File: config.mk
export PLATFORM = sky130hd
export DESIGN_NAME = bfloat_accum
export DESIGN_NICKNAME = d
export VERILOG_FILES = /design/src/rtl/bfloat_pkg.sv /design/src/rtl/bfloat_add_reg.sv /design/src/rtl/bfloat_accum.sv
export SDC_FILE = /design/constraint.sdc
export NUM_CORES = 1
export LEC_CHECK = 0
export ABC_AREA = 1
export BUFFER_PORTS_ARGS = -buffer_cell sky130_fd_sc_hd__buf_4
export CORE_MARGIN = 2
export CORE_UTILIZATION = 40
export DETAILED_ROUTE_END_ITERATION = 8
export HOLD_SLACK_MARGIN = 0.05
export MAX_ROUTING_LAYER = met4
export PLACE_DENSITY = 0.6
export SLEW_MARGIN = 40
export SYNTH_ARGS = -nofsm -noshare
export SYNTH_HDL_FRONTEND = slang
export SYNTH_SLANG_ARGS = --single-unit
File: constraint.sdc
create_clock -name clk -period 5.8 [get_ports clk]
set_clock_uncertainty 0.15 [all_clocks]
set_input_delay 1.74 -clock clk [delete_from_list [all_inputs] [get_ports clk]]
set_output_delay 1.74 -clock clk [all_outputs]
set_load 0.005 [all_outputs]
File: src/rtl/bfloat_pkg.sv
// rtl/bfloat_pkg.sv - shared constants, FSM states and field helpers for the bfloat16 accumulator
// Purpose: bfloat16 constants, the accumulator state enum and sign/exp/man extractors.
// Ports: none (package).
package bfloat_pkg;

  localparam logic [15:0] BF16_ZERO    = 16'h0000;
  localparam logic [15:0] BF16_NAN     = 16'hFFFF;
  localparam logic [7:0]  BF16_EXP_MAX = 8'hFF;

  typedef enum logic [1:0] {
    S_RUN  = 2'd0,
    S_WAIT = 2'd1,
    S_OUT  = 2'd2
  } state_t;

  function automatic logic bf_sign(input logic [15:0] v);
    return v[15];
  endfunction

  function automatic logic [7:0] bf_exp(input logic [15:0] v);
    return v[14:7];
  endfunction

  function automatic logic [6:0] bf_man(input logic [15:0] v);
    return v[6:0];
  endfunction

endpackage

File: src/rtl/bfloat_add_reg.sv
// rtl/bfloat_add_reg.sv - registered-input truncating bfloat16 adder, 1-cycle latency
// Purpose: captures operands a/b every clock, then forms their bfloat16 sum
//          combinationally from the captured values (truncating, no rounding).
// Ports:
//   clk  in   rising-edge clock
//   rst  in   asynchronous active-high reset, clears the operand registers
//   a    in   bfloat16 operand
//   b    in   bfloat16 operand
//   sum  out  bfloat16 sum of the operands captured on the previous edge
module bfloat_add_reg
  import bfloat_pkg::*;
(
  input  logic        clk,
  input  logic        rst,
  input  logic [15:0] a,
  input  logic [15:0] b,
  output logic [15:0] sum
);

  logic [15:0] r_a;
  logic [15:0] r_b;

  always_ff @(posedge clk or posedge rst) begin
    if (rst) begin
      r_a <= BF16_ZERO;
      r_b <= BF16_ZERO;
    end else begin
      r_a <= a;
      r_b <= b;
    end
  end

  // Order operands by magnitude so the subtract path never goes negative.
  logic        w_a_ge_b;
  logic [15:0] w_big;
  logic [15:0] w_small;
  logic [7:0]  w_e_big;
  logic [7:0]  w_diff;
  logic [7:0]  w_m_big;
  logic [7:0]  w_m_small;
  logic [8:0]  w_sum9;
  logic [7:0]  w_dif8;
  logic        w_same;

  assign w_a_ge_b  = (r_a[14:0] >= r_b[14:0]);
  assign w_big     = w_a_ge_b ? r_a : r_b;
  assign w_small   = w_a_ge_b ? r_b : r_a;
  assign w_e_big   = bf_exp(w_big);
  assign w_diff    = w_e_big - bf_exp(w_small);
  assign w_m_big   = {1'b1, bf_man(w_big)};
  // Alignment simply drops the bits shifted out.
  assign w_m_small = (w_diff > 8'd7) ? 8'd0 : ({1'b1, bf_man(w_small)} >> w_diff[2:0]);
  assign w_sum9    = {1'b0, w_m_big} + {1'b0, w_m_small};
  assign w_dif8    = w_m_big - w_m_small;
  assign w_same    = (bf_sign(w_big) == bf_sign(w_small));

  logic [2:0] w_lz;
  logic [6:0] w_man;

  always_comb begin
    sum   = BF16_ZERO;
    w_lz  = 3'd0;
    w_man = 7'd0;
    // Highest set bit wins because the scan runs upward.
    for (int i = 0; i < 8; i++) begin
      if (w_dif8[i]) w_lz = 3'(7 - i);
    end
    if (bf_exp(r_a) == BF16_EXP_MAX || bf_exp(r_b) == BF16_EXP_MAX) begin
      sum = BF16_NAN;
    end else if (bf_exp(r_a) == 8'd0) begin
      // Exponent 0 is treated as zero; subnormals are flushed.
      sum = r_b;
    end else if (bf_exp(r_b) == 8'd0) begin
      sum = r_a;
    end else if (w_same) begin
      if (w_sum9[8]) begin
        if (w_e_big == 8'hFE) sum = BF16_NAN;
        else sum = {bf_sign(w_big), w_e_big + 8'd1, w_sum9[7:1]};
      end else begin
        sum = {bf_sign(w_big), w_e_big, w_sum9[6:0]};
      end
    end else if (w_dif8 == 8'd0) begin
      sum = BF16_ZERO;
    end else if (w_e_big <= {5'd0, w_lz}) begin
      sum = BF16_ZERO;
    end else begin
      w_man = 7'(w_dif8 << w_lz);
      sum   = {bf_sign(w_big), w_e_big - {5'd0, w_lz}, w_man};
    end
  end

endmodule

File: src/rtl/bfloat_accum.sv
// rtl/bfloat_accum.sv - streaming bfloat16 packet accumulator with result handshake
// Purpose: sums a packet of bfloat16 elements and presents sum and element count.
// Ports:
//   clk        in   rising-edge clock
//   rst        in   asynchronous active-high reset
//   in_valid   in   in_data/in_last valid
//   in_ready   out  element accepted this cycle when in_valid
//   in_data    in   bfloat16 element
//   in_last    in   element is last of packet
//   out_valid  out  out_data/out_count valid
//   out_ready  in   consumer accepts result
//   out_data   out  bfloat16 packet sum
//   out_count  out  elements in packet, saturating
module bfloat_accum
  import bfloat_pkg::*;
#(
  parameter int CNT_W = 8
) (
  input  logic             clk,
  input  logic             rst,
  input  logic             in_valid,
  output logic             in_ready,
  input  logic [15:0]      in_data,
  input  logic             in_last,
  output logic             out_valid,
  input  logic             out_ready,
  output logic [15:0]      out_data,
  output logic [CNT_W-1:0] out_count
);

  state_t           r_state;
  state_t           w_next;
  logic [15:0]      r_acc;
  logic [CNT_W-1:0] r_cnt;
  logic             r_last;
  logic [15:0]      w_sum;
  logic             w_xfer;

  // Operands are captured every edge; only the transfer-edge capture is
  // consumed, because S_WAIT always follows a transfer directly.
  bfloat_add_reg u_add (
    .clk (clk),
    .rst (rst),
    .a   (in_data),
    .b   (r_acc),
    .sum (w_sum)
  );

  assign w_xfer    = in_valid && in_ready;
  assign out_data  = r_acc;
  assign out_count = r_cnt;

  always_comb begin
    w_next    = r_state;
    in_ready  = 1'b0;
    out_valid = 1'b0;
    case (r_state)
      S_RUN: begin
        in_ready = 1'b1;
        if (in_valid) w_next = S_WAIT;
      end
      S_WAIT: begin
        w_next = r_last ? S_OUT : S_RUN;
      end
      S_OUT: begin
        out_valid = 1'b1;
        if (out_ready) w_next = S_RUN;
      end
      default: w_next = S_RUN;
    endcase
  end

  always_ff @(posedge clk or posedge rst) begin
    if (rst) begin
      r_state <= S_RUN;
      r_acc   <= BF16_ZERO;
      r_cnt   <= '0;
      r_last  <= 1'b0;
    end else begin
      r_state <= w_next;
      case (r_state)
        S_RUN: begin
          if (w_xfer) begin
            r_last <= in_last;
            if (r_cnt != '1) r_cnt <= r_cnt + 1'b1;
          end
        end
        S_WAIT: r_acc <= w_sum;
        S_OUT: begin
          if (out_ready) begin
            r_acc <= BF16_ZERO;
            r_cnt <= '0;
          end
        end
        default: ;
      endcase
    end
  end

endmodule

==> impl_results.md <==
- Library cells used by synthesis: 47
- GPL Wtd Cong: 0.9523
- Core Area: 13,090 um^2
- Final worst slack: -0.3470 ns
- Avg Cell Area, Syn: 6.523 um^2
- Crit end category: flip-flop
- Max Cap Viol: 0
- Via density: 5.135
- Antenna Cells: 0
- Fraction of registers with async set/reset: 100.0%
- Post-synthesis sequential area ratio: 27.91%
- CP Buf/Inv Count: 13
- Initial DRC count: 339
- Pins Over Slew Limit: 0
- Post-Route WL: 18,900 um
- HP Class: flip-flop to flip-flop
- Clk pin slew, worst setup/hold paths: 0.06 ns
- Fin crit share: 106.0%
- # IOs: 47
- Netlist Area Pre-Place: 5290 um^2
- Measured slew at the worst slew-check pin: 0.9204 ns
- Area Growth Syn to Fin: 58.07%
- Drt wl/cell: 15.67 um
- Synth top area cells: dfrtp_1 (28%), nand2_1 (17%), inv_1 (8.2%)
- First-pass GRT wire length: 29,550 um
- Hold wc startpoint: out_data[0]$_DFFE_PP0P_
- Layout cells sized above 1: 41.94%
- Met3 WL: 713 um
- Placed Cells: 1,138
- FF+latch count, synth: 59
- Synth Flop Type: dfrtp_1
- Synth warn: 0
- Via count: 6,193
- WHS: 0.2535 ns
- Router iterations before antenna repair: 6
- Critical Path Source: u_add.r_b[12]$_DFF_PP0_
- Most frequent cells in the layout: buf_4 (206), nand2_1 (193), inv_1 (89)
- CTS Buf Count: 9
- Worst path most repeated cell: nand2_2
- Syn_nets: 869
- DRC: 0
- Number of synthesized flops with an enable pin: 0
- Top-area cell type share of the netlist area: 27.91%
- Tot GR Track Use: 27.18%
- # setup viols final: 16
- Fmax: 0.1627 GHz
- CTS max path bufs: 2
- Port buffer count: 46
- Critical setup path kind: flip-flop to flip-flop
- CP arrival: 6.26 ns
- Critical path's top delay family: simple AND/OR/NAND/NOR gates
- CTS tree: yes
- Die Ht: 119 um
- WL met2: 9957 um
- H-tree levels: 3
- Tmin final: 6.147 ns
- Die area: 14,160 um^2
- Final hold viol count: 0
- RR Startpoint: u_add.r_b[12]$_DFF_PP0_
- CP max stage cell: fa_2
- Std cell rows: 42
- Max-slew headroom: 37.99%
- # clock sinks: 59
- Critical Path RT: 5.92 ns
- Final instance count without filler cells: 1,206
- Die Wd: 119 um
- Cells after synthesis: 811
- Pin count of the biggest net entering global routing: 49
- Status: finished with violations
- Antenna viol nets, final: 0
- Violated checks: setup timing
- Layout net count: 1,083
- Clk_lat worst skew: 0.33 ns
- Initial antenna violation count: 0
- Crit path launch type: flip-flop
- Crit path max fanout: 7
- CTS Root Buffer Type: clkbuf_16
- Fin Setup TNS: -4.450 ns
- Initial Util: 40.43%
- M1 WL: 7609 um
- Synth area leader: dfrtp_1
- Most common cell after layout, fill and taps aside: buf_4
- Grt total ovfl: 0
- RSZ-0062 raised after global routing: yes
- Hold-fix buffers at CTS: 0
- Vias in the first global route: 6,096
- Top routing layer used: met4
- Post-DP HPWL: 14,050 um
- Critical Path Max Stage Delay: 0.39 ns
==> sequential cells by signal (all words and copies together) (netlist names) <==
name       flops
u_add.r_b     16
r_last         1
out_data      16
u_add.r_a     16
r_state        2
out_count      8
==> per-layer routing <==
layer / vias to the layer above / global-route usage, %
met5: - / -
li1: 3053 / -
met1: 2931 / 31.87
met2: 162 / 48.20
met4: 0 / 10.57
met3: 47 / 2.395
==> synthesized netlist by cell type (3+ instances only) <==
| cell | count |
|---|---|
| xor2_1 | 15 |
| o21bai_1 | 4 |
| ha_1 | 34 |
| dfrtp_1 | 59 |
| nand2_1 | 243 |
| o31ai_1 | 3 |
| nand4_1 | 16 |
| nor3_1 | 8 |
| inv_2 | 4 |
| buf_2 | 3 |
| fa_1 | 3 |
| o21ai_1 | 18 |
| nor4_1 | 4 |
| nand3_1 | 55 |
| nand2_2 | 8 |
| inv_1 | 116 |
| a21oi_1 | 55 |
| nor2_1 | 62 |
| a31oi_1 | 5 |
| clkbuf_1 | 11 |
| or2_2 | 3 |
| nand3b_1 | 3 |
| nand3_2 | 4 |
| o21ai_0 | 37 |
| nor2_2 | 5 |
| o211ai_1 | 8 |
==> stage by stage <==
stage	instance area [um^2]	utilization (%)	setup WS, ns
finish	8362	63.90	-0.3470
floorplan	5504	-	-0.07653
CTS	7828	59.82	-0.2781
global route	8362	63.90	-0.7664
detailed placement	6943	53.06	-0.5913
global placement	6932	52.97	-0.3970
==> what timing repair did <==
action,in CTS,in global routing
endpoints found under the setup margin,16,16
gates resized for setup,86,92
setup buffers,32,19
gates cloned,1,0
pin swaps,67,79
==> cell families (layout without fill, tap and decap cells) <==
group | count (synthesis) | count (layout) | share of synthesized area [%]
AND/OR/NAND/NOR | 423 | 423 | 35.76
buffers and inverters | 139 | 358 | 10.29
AO/OA/AOI/OAI | 136 | 136 | 14.00
flip-flops | 59 | 59 | 27.91
adder cells (fa/ha/maj) | 37 | 37 | 9.177
XOR/XNOR | 16 | 16 | 2.649
multiplexers | 1 | 1 | 0.2129
==> final timing paths <==
kind | cells past startpoint | endpoint | slack, ns
worst max-delay path | 48 | out_data[13]$_DFFE_PP0P_ | -0.35
worst min-delay path | 0 | u_add.r_b[0]$_DFF_PP0_ | 0.25
worst max register to register | 48 | out_data[13]$_DFFE_PP0P_ | -0.35
worst min register to register | 0 | u_add.r_b[0]$_DFF_PP0_ | 0.25
max in group asynchronous | 3 | u_add.r_b[0]$_DFF_PP0_ | 3.37
min in group asynchronous | 2 | u_add.r_a[12]$_DFF_PP0_ | 1.19
==> cell type report <==
| type | instances | area [um^2] |
|---|---|---|
| fill | 1108 | 4723 |
| inverter | 122 | 465.4 |
| multi-input combinational | 613 | 4154 |
| sequential | 59 | 1479 |
| clock buffer | 9 | 225.2 |
| timing repair buffer | 220 | 1752 |
| tap | 176 | 220.2 |
| clock inverter | 7 | 66.31 |
Power is left out: the tool's default activity adds up to more than one toggle a clock period on the data nets, which glitch-free logic cannot reach.
